[src/rtl/key_debounce.sv]
// Four-channel key conditioner: 2-flop synchronizer, debounce FSM and optional
// auto-repeat per channel, producing one-clock active-low press pulses.
module key_debounce #(
  parameter int unsigned T_DEB       = 1_000_000,
  parameter int unsigned REPEAT_DLY  = 25_000_000,
  parameter int unsigned REPEAT_PER  = 10_000_000,
  parameter logic [3:0]  REPEAT_MASK = 4'b1110,
  parameter int unsigned CNT_W       = 26
) (
  input  logic       clk,
  input  logic       rst_n,
  input  logic [3:0] key_in,
  output logic [3:0] key_out,
  output logic [3:0] key_lvl
);

  localparam logic [2:0] IDLE         = 3'd0;
  localparam logic [2:0] PRESS_WAIT   = 3'd1;
  localparam logic [2:0] DOWN         = 3'd2;
  localparam logic [2:0] REPEAT       = 3'd3;
  localparam logic [2:0] RELEASE_WAIT = 3'd4;

  localparam logic [CNT_W-1:0] DEB_TERM = CNT_W'(T_DEB - 1);
  localparam logic [CNT_W-1:0] DLY_TERM = CNT_W'(REPEAT_DLY - 1);
  localparam logic [CNT_W-1:0] PER_TERM = CNT_W'(REPEAT_PER - 1);
  localparam logic [CNT_W-1:0] CNT_ONE  = CNT_W'(1);

  logic [3:0] sync_reg;
  logic [3:0] key_s_reg;

  // Idle-high reset keeps a key held through reset from looking released-then-pressed early.
  always_ff @(posedge clk or negedge rst_n) begin
    if (!rst_n) begin
      sync_reg  <= 4'hF;
      key_s_reg <= 4'hF;
    end else begin
      sync_reg  <= key_in;
      key_s_reg <= sync_reg;
    end
  end

  generate
    for (genvar gi = 0; gi < 4; gi++) begin : g_ch
      logic [2:0]       state_reg, state_next;
      logic [CNT_W-1:0] cnt_reg, cnt_next;
      logic             pulse;
      logic             out_reg;
      logic             lvl_reg;

      always_comb begin
        state_next = state_reg;
        cnt_next   = cnt_reg;
        pulse      = 1'b0;
        case (state_reg)
          IDLE: begin
            if (!key_s_reg[gi]) begin
              state_next = PRESS_WAIT;
              cnt_next   = '0;
            end
          end
          PRESS_WAIT: begin
            if (key_s_reg[gi]) begin
              state_next = IDLE;
              cnt_next   = '0;
            end else if (cnt_reg == DEB_TERM) begin
              state_next = DOWN;
              cnt_next   = '0;
              pulse      = 1'b1;
            end else begin
              cnt_next = cnt_reg + CNT_ONE;
            end
          end
          DOWN: begin
            if (key_s_reg[gi]) begin
              state_next = RELEASE_WAIT;
              cnt_next   = '0;
            end else if (REPEAT_MASK[gi]) begin
              if (cnt_reg == DLY_TERM) begin
                state_next = REPEAT;
                cnt_next   = '0;
                pulse      = 1'b1;
              end else begin
                cnt_next = cnt_reg + CNT_ONE;
              end
            end else begin
              cnt_next = '0;
            end
          end
          REPEAT: begin
            if (key_s_reg[gi]) begin
              state_next = RELEASE_WAIT;
              cnt_next   = '0;
            end else if (cnt_reg == PER_TERM) begin
              cnt_next = '0;
              pulse    = 1'b1;
            end else begin
              cnt_next = cnt_reg + CNT_ONE;
            end
          end
          RELEASE_WAIT: begin
            // A re-press during release debounce restarts the repeat delay without a pulse.
            if (!key_s_reg[gi]) begin
              state_next = DOWN;
              cnt_next   = '0;
            end else if (cnt_reg == DEB_TERM) begin
              state_next = IDLE;
              cnt_next   = '0;
            end else begin
              cnt_next = cnt_reg + CNT_ONE;
            end
          end
          default: begin
            state_next = IDLE;
            cnt_next   = '0;
          end
        endcase
      end

      always_ff @(posedge clk or negedge rst_n) begin
        if (!rst_n) begin
          state_reg <= IDLE;
          cnt_reg   <= '0;
          out_reg   <= 1'b1;
          lvl_reg   <= 1'b1;
        end else begin
          state_reg <= state_next;
          cnt_reg   <= cnt_next;
          out_reg   <= ~pulse;
          lvl_reg   <= (state_next == IDLE) || (state_next == PRESS_WAIT);
        end
      end

      assign key_out[gi] = out_reg;
      assign key_lvl[gi] = lvl_reg;
    end
  endgenerate

endmodule
[config.mk]
export PLATFORM = sky130hd
export DESIGN_NAME = key_debounce
export DESIGN_NICKNAME = d
export VERILOG_FILES = /design/src/rtl/key_debounce.sv
export SDC_FILE = /design/constraint.sdc
export NUM_CORES = 1
export LEC_CHECK = 0
export CORE_UTILIZATION = 30
export DETAILED_ROUTE_END_ITERATION = 10
export DONT_BUFFER_PORTS = 1
export PLACE_DENSITY_LB_ADDON = 0.15
export SLEW_MARGIN = 5
export SYNTH_ARGS = -nofsm -noshare
export SYNTH_HDL_FRONTEND = slang
export SYNTH_SLANG_ARGS = --single-unit
[constraint.sdc]
create_clock -name clk -period 2.15 [get_ports clk]
set_input_delay 0.43 -clock clk [delete_from_list [all_inputs] [get_ports clk]]
set_output_delay 0.43 -clock clk [all_outputs]
set_load 0.02 [all_outputs]
Word level (Yosys, flattened, before mapping)
Index checks and enable logic that the tools add are counted.
{"block": "classes", "addsub": 4, "n_eq_ne": 35, "mux": 94, "bitwise": 4, "n_reduce_logical": 13}
{"op": "$mux 26", "n": 30}
{"op": "$pmux 26 s5", "n": 3}
{"op": "$add 26x1->26 const B", "n": 4}
{"op": "$eq 26x20->1 const B", "n": 4}
{"op": "$eq 26x24->1 const B", "n": 4}
{"op": "$pmux 26 s4", "n": 1}
{"op": "$mux 3", "n": 30}
{"op": "$eq 26x25->1 const B", "n": 3}
{"op": "$pmux 3 s5", "n": 3}
{"op": "$eq 3x1->1 const B", "n": 8}
{"op": "$eq 3x2->1 const B", "n": 8}
{"op": "$logic_not 3->1", "n": 8}
{"op": "$mux 1", "n": 22}
{"op": "$eq 3x3->1 const B", "n": 4}
{"op": "$pmux 3 s4", "n": 1}
{"op": "$pmux 1 s3", "n": 3}
{"op": "$ne 2x2->1 const B", "n": 4}
{"op": "$logic_or 1x1->1", "n": 4}
{"op": "$not 1->1", "n": 4}
{"op": "$pmux 1 s2", "n": 1}
{"op": "$reduce_or 2->1", "n": 1}
{"block": "word_totals", "reg_bits": 132, "inputBits": 6, "output_inout_bits": 8, "wordCells": 168}

Logic depth before layout (Yosys ltp)
Gate-level depths: netlist of run 1.
{"block": "logic_depth", "depth_word": 6, "depth_mapped": 9, "ltp_nobuf": 7}

Worst setup path before layout of run 1
No wires, ideal clock.
{"block": "synth_timing", "path_kind": "flip-flop to flip-flop", "from": "register g_ch[2].cnt_reg[0]", "to": "register g_ch[2].cnt_reg[7]", "setup_ns": 0.082, "arrival_ns": 2.171, "required_time_ns": 2.068, "path_slack_ns": -0.103, "path_stages_with_launch": 9, "path_buffers": 1, "synth_period_minus_slack_ns": 2.253, "cell_sequence": "dfrtp_1 -> ha_1 -> and4_1 -> nand4_1 -> nor4_1 -> o31ai_1 -> buf_2 -> a41oi_1 -> a31oi_1"}
{"block": "synth_via", "elab_chain_cells": 4, "word_cells_on_any_way": 12, "classes_between": "add/sub: 1; eq/ne: 3; mux: 8"}
{"element": "start: declaration", "line": "45", "text": "logic [CNT_W-1:0] cnt_reg, cnt_next;"}
{"element": "start signal: assignment", "line": "127", "text": "cnt_reg <= cnt_next;"}
{"element": "$add 26x1->26, or another cell as far along"}
{"element": "$mux 26 (on tied branches) (2 in series)"}
{"element": "$pmux 26 s5 (*)", "line": "54", "text": "case (state_reg)"}
Mark *: on every way between the ends. The rest lies on a longest branch, timed or not.
A chain may end at the register's enable or synchronous reset.

Worst setup path after layout of run 1
{"block": "layout_timing", "from": "register g_ch[2].cnt_reg[13]", "to": "register g_ch[2].cnt_reg[13]"}
Same word-level chain as after synthesis.

==> key figures, run 1 <==
Run status
  – Outcome: finished with violations
  – Failing checks: hold timing, setup timing

Setup path
  – Data arrival, critical path: 2.57 ns
  – Critical Path Max Stage Delay: 0.39 ns
  – Cells traversed along the worst timing path: nor4b_2 -> buf_4 -> nand4_1 -> buf_4 -> o31ai_4 -> buf_6 -> o31ai_4 -> buf_4 -> nor2_4 -> nor2_1
  – Start point of the critical path: g_ch[2].cnt_reg[13]
  – Slack of the worst reg-to-reg path: -0.10 ns
  – Crit path capture: g_ch[2].cnt_reg[13]
  – Kind of capture point of the worst setup path: register
  – Reg2reg start: g_ch[2].cnt_reg[13]
  – Critical path required time: approximately 2.5 ns
  – Type of origin of the critical path: register
  – Crit Path Class: register to register
  – Peak fanout along the critical path: 7
  – Number of cell instances on the worst register-to-register path: 10
  – Worst path slowest cell: dfrtp_1
  – Most common cell type on the critical path: buf_4
  – End of the worst register-to-register path: g_ch[2].cnt_reg[13]

Layout
  – Fraction of layout instances using a drive strength above 1: 34.2%
  – Area added between synthesis and finish: 40.0%
  – Share of the core filled with cells in the final layout: 42.7%
  – Flip-flop count of the largest register after layout: between 100 and 150
  – Area of all placed cells without fillers: about 11,000 um2
  – Nets: approximately 1,100
  – Number of antenna repair diodes: 0
  – Filler-free cell count of the finished design: 1,405

Drt
  – DRT iter0 DRCs: roughly 340
  – Pre-antenna DRT Iters: 4
  – Post-detailed-route count of antenna-violating nets: 0
  – Vias per cell: between 5 and 6
  – Detailed-route wire length per cell: around 15 um
  – Final Routed Wirelength: roughly 21,000 um
  – Routed vias: between 7,000 and 8,000
  – Remaining design rule violation count: 0

Logic synthesis
  – Number of storage elements in the synthesis netlist: approximately 130
  – Simple-gate portion of the synthesized area: between 30% and 40%
  – Top-area cell type share of the netlist area: about two fifths
  – Number of flops mapped to enable cells by yosys: 0
  – FFs w/ async S/R, synth: between 90% and 100%
  – Yosys warning total: 0
  – Combinational family with the most area after synthesis: simple AND/OR/NAND/NOR gates
  – Net Count, Synth: just under 900
  – Leading cell types by count after synthesis: dfrtp_1 (116), nor2_1 (110), nand2_1 (76), nand3_1 (55), a21oi_1 (47)
  – Synth Cell Area: 7630 um2
  – Area fraction in compound gates after synthesis: around 14%
  – Syn Area/Cell: roughly 8.7 um2
  – Cell with the most instances after synthesis: dfrtp_1
  – Yosys top cell by area: dfrtp_1
  – Synth top area cells: dfrtp_1 (38%), dfstp_2 (5.5%), nor2_1 (5.4%), nand2_1 (3.7%), nand3_1 (3.6%)
  – Sequential fraction of the synthesis area: a little over two fifths
  – Predominant post-synthesis flop cell: dfrtp_1
  – XOR/XNOR share of the synthesized area: around 4.8%
  – Adder-cell share of the synthesized area: 0.656%
  – Count of different cell masters after synthesis: 74
  – Mux contribution to synthesized area: between 1 and 1.5%
  – Number of instances in the synthesized netlist: between 800 and 900

GRT
  – Total global-route track usage: about 17%
  – Via count of the first global-routing pass: 6,946
  – Maximum number of pins on one net before global-route repair: about 130
  – Total congestion overflow: 0
  – Global-route wire length before repair: around 35,000 um
  – Antenna violations before repair: 0

Place
  – Post-placement cell area: between 9000 and 10,000 um2
  – # port buffers: 0
  – Dpl cells: 1,330
  – HPWL Detailed: approximately 14,000 um
  – Pre-CTS WS: -0.335 ns
  – Routability-driven placement congestion ratio: 0.831

CTS
  – CTS tree: built
  – Clock transition at the registers of the reported paths: ~0.070 ns
  – Latest clock arrival within the worst-skew pair: 0.43 ns
  – Clock net sink count: roughly 130
  – Number of buffers created by CTS: 17
  – Clock H-tree levels: 4
  – Max Root-Sink Buffers: 2
  – Clock root buffer: clkbuf_16
  – Number of buffers inserted for hold repair after clock tree synthesis: 4

Worst hold path
  – Worst min-delay path category: input port to asynchronous set/reset pin

Floorplanning
  – Die outline width: 162 um
  – Row count: 58
  – Die H: ~160 um
  – # IOs: 14
  – Std-Cell Core Area: approximately 25,000 um2
  – Initial Util: 30.5%
  – Total Die Area: around 26,000 um2

STA
  – Worst rel slew slack: 62.1%
  – Number of endpoints with negative hold slack in the final report: around 120
  – Fin worst setup slack: -0.102 ns
  – Highest clock rate: about 0.44 GHz
  – Actual transition at the worst max-transition pin: roughly 0.57 ns
  – Total count of max-transition violations in the final report: 0
  – Final TNS setup: -2.66 ns
  – Final clock skew: around 0.011 ns
  – Setup repair after global routing missed its margin: true
  – Share of the clock period used by the worst path: 105%
  – # setup viols final: 43
  – Final Critical Period: roughly 2.3 ns
  – WHS: -0.293 ns

Power and ir drop
  – Power Dens Cells: 612 nW/um2
  – P_leak: ~4.5 nW
  – Maximum ir drop on the vdd rail: ~400 uV

Run
  – Count of max-cap constraint violations: 0
-- per-layer routing --
layer  up-vias  global-route usage, %  share of wire, %
met4         0                   4.33               1.2
met1      3434                   22.7                50
met2        89                   27.5                47
met5         -                      0                 0
li1       3549                      -                 -
met3        22                   3.70               2.7
-- cell usage in the layout (no fill, tap or decap), types with 8 or more instances in the layout --
cell,synthesis,routed
clkbuf_16,0,17
o21ai_0,39,28
dfrtp_1,116,115
nand4_1,25,25
nor3_1,36,29
nor2_1,110,101
and2_1,9,9
inv_1,26,26
nand2_1,76,71
buf_6,3,22
dfstp_2,16,16
a21oi_2,0,12
and4_1,13,12
and3_1,21,21
a21o_1,8,8
nand2b_1,11,10
nor3_2,1,8
a21oi_1,47,35
nand3_1,55,52
a22o_1,10,10
xor2_1,12,12
nand3b_1,10,10
nor2_2,2,9
xnor2_1,30,30
nor4_1,17,9
a31oi_1,18,18
buf_4,9,187
-- worst max-delay path, delay by kind of cell (launching register included) --
family / cells / cell delay (ns)
AND/OR/NAND/NOR: 4 / 0.66
buffers and inverters: 4 / 0.70
flip-flops: 1 / 0.39
AO/OA/AOI/OAI: 2 / 0.39
-- cell type report --
cell class                 count  area (um2)
tap                          330         413
inverter                      26        97.6
clock inverter                14         176
fill                        2476       14400
sequential                   132        3320
clock buffer                  18         429
multi-input combinational    669        4490
timing repair buffer         216        1750
-- stage by stage --
stage               hold slack (ns)  power (mW)
detailed placement            0.145        3.39
floorplan                     0.134        3.07
global placement              0.141        3.39
global route                 -0.331        6.83
finish                       -0.293        6.53
CTS                          -0.313        6.54
-- how the worst min path moves through the flow --
stage                     startpoint             endpoint  slack (ns)  cells past startpoint
after CTS                      rst_n  g_ch[2].cnt_reg[14]       -0.31                      0
final                          rst_n  g_ch[3].cnt_reg[12]       -0.29                      0
after global routing           rst_n   g_ch[1].cnt_reg[8]       -0.33                      0
after floorplan                rst_n   g_ch[0].cnt_reg[0]        0.13                      0
after global placement         rst_n  g_ch[3].cnt_reg[15]        0.14                      0
after detailed placement       rst_n  g_ch[3].cnt_reg[14]        0.15                      0
-- cell families after synthesis --
group,count (synthesis)
AO/OA/AOI/OAI,169
AND/OR/NAND/NOR,443
XOR/XNOR,42
adder cells (fa/ha/maj),4
buffers and inverters,75
flip-flops,132
multiplexers,8
-- timing repair --
action                                  in CTS  in global routing
endpoints found under the hold margin      136                132
endpoints found under the setup margin      73                103
cloned                                       5                  0
setup buffers                               21                 13
resized for setup                           72                 59
pin swaps                                   35                 41
-- power breakdown --
| group | leakage, nW | switching (mW) | internal [mW] | total, mW |
|---|---|---|---|---|
| logic | 2.40 | 0.393 | 0.400 | 0.792 |
| clock network | 0.292 | 1.22 | 1.84 | 3.06 |
| registers | 1.76 | 0.0760 | 2.60 | 2.68 |
| total | 4.45 | 1.69 | 4.84 | 6.53 |
Note: power is estimated with default switching activity, not from simulation.
==> run 2: changes to the inputs <==
Settings changed: GPL_TIMING_DRIVEN set to 0, SETUP_SLACK_MARGIN set to 0.02.
==> run 2 against run 1 <==
Effect of this change:
- the flow finishes with violations (DRC, hold timing, setup timing)
- die area unchanged
- register-to-register slack worse by 0.05 ns
- clock power is 5% lower
- final cell count shrank 7.5%
- largest power group unchanged
==> key figures, run 2 (synthesized netlist as in run 1, its figures left out) <==
Setup path
  – Most common cell type on the critical path: o22ai_2
  – Worst path slowest cell: or4_4
  – Top delay family on crit path: simple AND/OR/NAND/NOR gates
  – Buffer and inverter count on the worst path: 2 (-2)
  – Peak fanout along the critical path: 5 (-2)
  – Crit Path Class: register to register
  – Cells traversed along the worst timing path: or4_4 -> nor4_4 -> o22ai_2 -> o22a_4 -> nor3_4 -> buf_6 -> buf_8 -> o22ai_2
  – Type of origin of the critical path: register
  – Kind of capture point of the worst setup path: register
  – Critical path required time: 2.45 ns (about the same)
  – Data arrival, critical path: 2.60 ns (+0.03 ns)
  – Critical Path Max Stage Delay: 0.55 ns (+0.16 ns)

CTS
  – Clock H-tree levels: 4 (unchanged)
  – Number of buffers created by CTS: 17 (unchanged)
  – Clock transition at the registers of the reported paths: 0.06 ns (about the same)
  – Latest clock arrival within the worst-skew pair: 0.43 ns (about the same)
  – Clock root buffer: clkbuf_16
  – CTS tree: built
  – Number of buffers inserted for hold repair after clock tree synthesis: 4 (unchanged)
  – Max Root-Sink Buffers: 2 (unchanged)
  – Clock net sink count: 132 (unchanged)

STA
  – Worst rel slew slack: 53.6% (-8.5 points)
  – Final Critical Period: 2.30 ns (+0.0493 ns)
  – # setup viols final: 58 (+35%)
  – Final TNS setup: -4.48 ns (-1.82 ns)
  – Fin worst setup slack: -0.152 ns (-0.0493 ns)
  – Highest clock rate: 0.434 GHz (-2.1%)
  – Share of the clock period used by the worst path: 107% (+2.3 points)
  – Final clock skew: 0.0173 ns (+0.00626 ns)
  – Number of endpoints with negative hold slack in the final report: 119 (unchanged)
  – WHS: -0.292 ns (+0.00114 ns)
  – Actual transition at the worst max-transition pin: 0.692 ns (+0.126 ns)
  – Setup repair after global routing missed its margin: true
  – Total count of max-transition violations in the final report: 0 (unchanged)

Layout
  – Most common library cell in the layout ignoring fill and taps: dfrtp_1
  – Top library cells by usage in the layout, fill and taps aside: dfrtp_1 (96), nor2_1 (83), nand2_1 (72)
  – Nets: 967 (-9.8%)
  – Area added between synthesis and finish: 34.2%
  – Flip-flop count of the largest register after layout: 104 (unchanged)
  – Share of the core filled with cells in the final layout: 40.9% (-1.8 points)
  – Filler cells: 2,472 (-0.16%)
  – Number of antenna repair diodes: 0 (unchanged)
  – Filler-free cell count of the finished design: 1,300 (-7.5%)
  – Area of all placed cells without fillers: 10,200 um2 (-4.1%)
  – Fraction of layout instances using a drive strength above 1: 33.0% (-1.2 points)

Floorplanning
  – Die H: 162 um (unchanged)
  – Std-Cell Core Area: 25,000 um2 (unchanged)
  – Initial Util: 30.5% (unchanged)
  – Die outline width: 162 um (unchanged)
  – Total Die Area: 26,100 um2 (unchanged)
  – # IOs: 14 (unchanged)
  – Row count: 58 (unchanged)

Place
  – Pre-CTS WS: -0.588 ns (-0.253 ns)
  – Routability-driven placement congestion ratio: 0.826 (-0.51%)
  – # port buffers: 0 (unchanged)
  – Dpl cells: 1,203 (-9.5%)
  – HPWL Detailed: 12,500 um (-11%)
  – Post-placement cell area: 8050 um2 (-12%)

Run
  – Count of max-cap constraint violations: 0 (unchanged)

Power and ir drop
  – P_leak: 3.91 nW (-12%)
  – Maximum ir drop on the vdd rail: 519 uV (+30%)
  – Power Dens Cells: 623 nW/um2 (+1.9%)

Drt
  – DRT iter0 DRCs: 428 (+24%)
  – Remaining design rule violation count: 2 (+2)
  – Vias per cell: 5.26 (+4.3%)
  – Detailed-route wire length per cell: 16.2 um (+6.9%)
  – Routed vias: 6,844 (-3.5%)
  – Post-detailed-route count of antenna-violating nets: 0 (unchanged)
  – Final Routed Wirelength: 21,100 um (-1.1%)
  – Pre-antenna DRT Iters: 7 (+3)

Run status
  – Outcome: finished with violations
  – Failing checks: DRC, hold timing, setup timing

GRT
  – Maximum number of pins on one net before global-route repair: 133 (unchanged)
  – Total global-route track usage: 16.4% (-0.52 points)
  – Antenna violations before repair: 0 (unchanged)
  – Global-route wire length before repair: 34,300 um (-3.3%)
  – Total congestion overflow: 0 (unchanged)
  – Via count of the first global-routing pass: 6,612 (-4.8%)

Worst hold path
  – Worst min-delay path category: input port to asynchronous set/reset pin
[run 2: report_power, final]
group	leakage (nW)	internal (mW)	switching [mW]	total, mW
clock network	0.274	1.77	1.14	2.91
logic	1.91	0.363	0.375	0.738
registers	1.73	2.60	0.131	2.73
total	3.91	4.74	1.65	6.39
[run 2: per-layer routing]
layer,global-route usage [%],up-vias,share of wire (%)
li1,-,3339,-
met1,22.3,3369,48
met2,26.4,124,48
met3,3.34,12,3.4
met4,4.33,0,1.0
met5,0,-,0
[run 2: cell type report]
class                      count  area, um2  share of cell area (%)
sequential                   132       3350                    32.7
multi-input combinational    667       4830                    47.1
inverter                      26       97.6                   0.953
tap                          330        413                    4.03
timing repair buffer          78        718                    7.01
buffer                        35        268                    2.61
clock buffer                  24        472                    4.60
clock inverter                 8        103                    1.00
[run 2: final timing paths]
| check | depth (start not counted) | end | from | slack, ns |
|---|---|---|---|---|
| hold / removal | 0 | g_ch[3].cnt_reg[13] | rst_n | -0.29 |
| max in group asynchronous | 0 | sync_reg[1] | rst_n | 2.08 |
| min in group clk | 0 | key_s_reg[3] | sync_reg[3] | 0.36 |
| hold reg to reg | 0 | key_s_reg[3] | sync_reg[3] | 0.36 |
| setup / recovery | 8 | g_ch[3].cnt_reg[2] | g_ch[3].cnt_reg[15] | -0.15 |
| setup reg to reg | 8 | g_ch[3].cnt_reg[2] | g_ch[3].cnt_reg[15] | -0.15 |
[run 2: timing repair]
item / in CTS / in global routing
buffers inserted: 42 / 29
cloned: 7 / 1
pin swaps: 55 / 53
setup endpoints to repair: 105 / 112
gates resized for setup: 142 / 133
hold endpoints to repair: 136 / 132
[run 2: stage by stage]
| stage | total power, mW | hold WS [ns] |
|---|---|---|
| after floorplan | 3.07 | 0.134 |
| after global placement | 3.19 | 0.142 |
| after CTS | 6.30 | -0.314 |
| after detailed placement | 3.19 | 0.143 |
| after global routing | 6.65 | -0.322 |
| final | 6.39 | -0.292 |
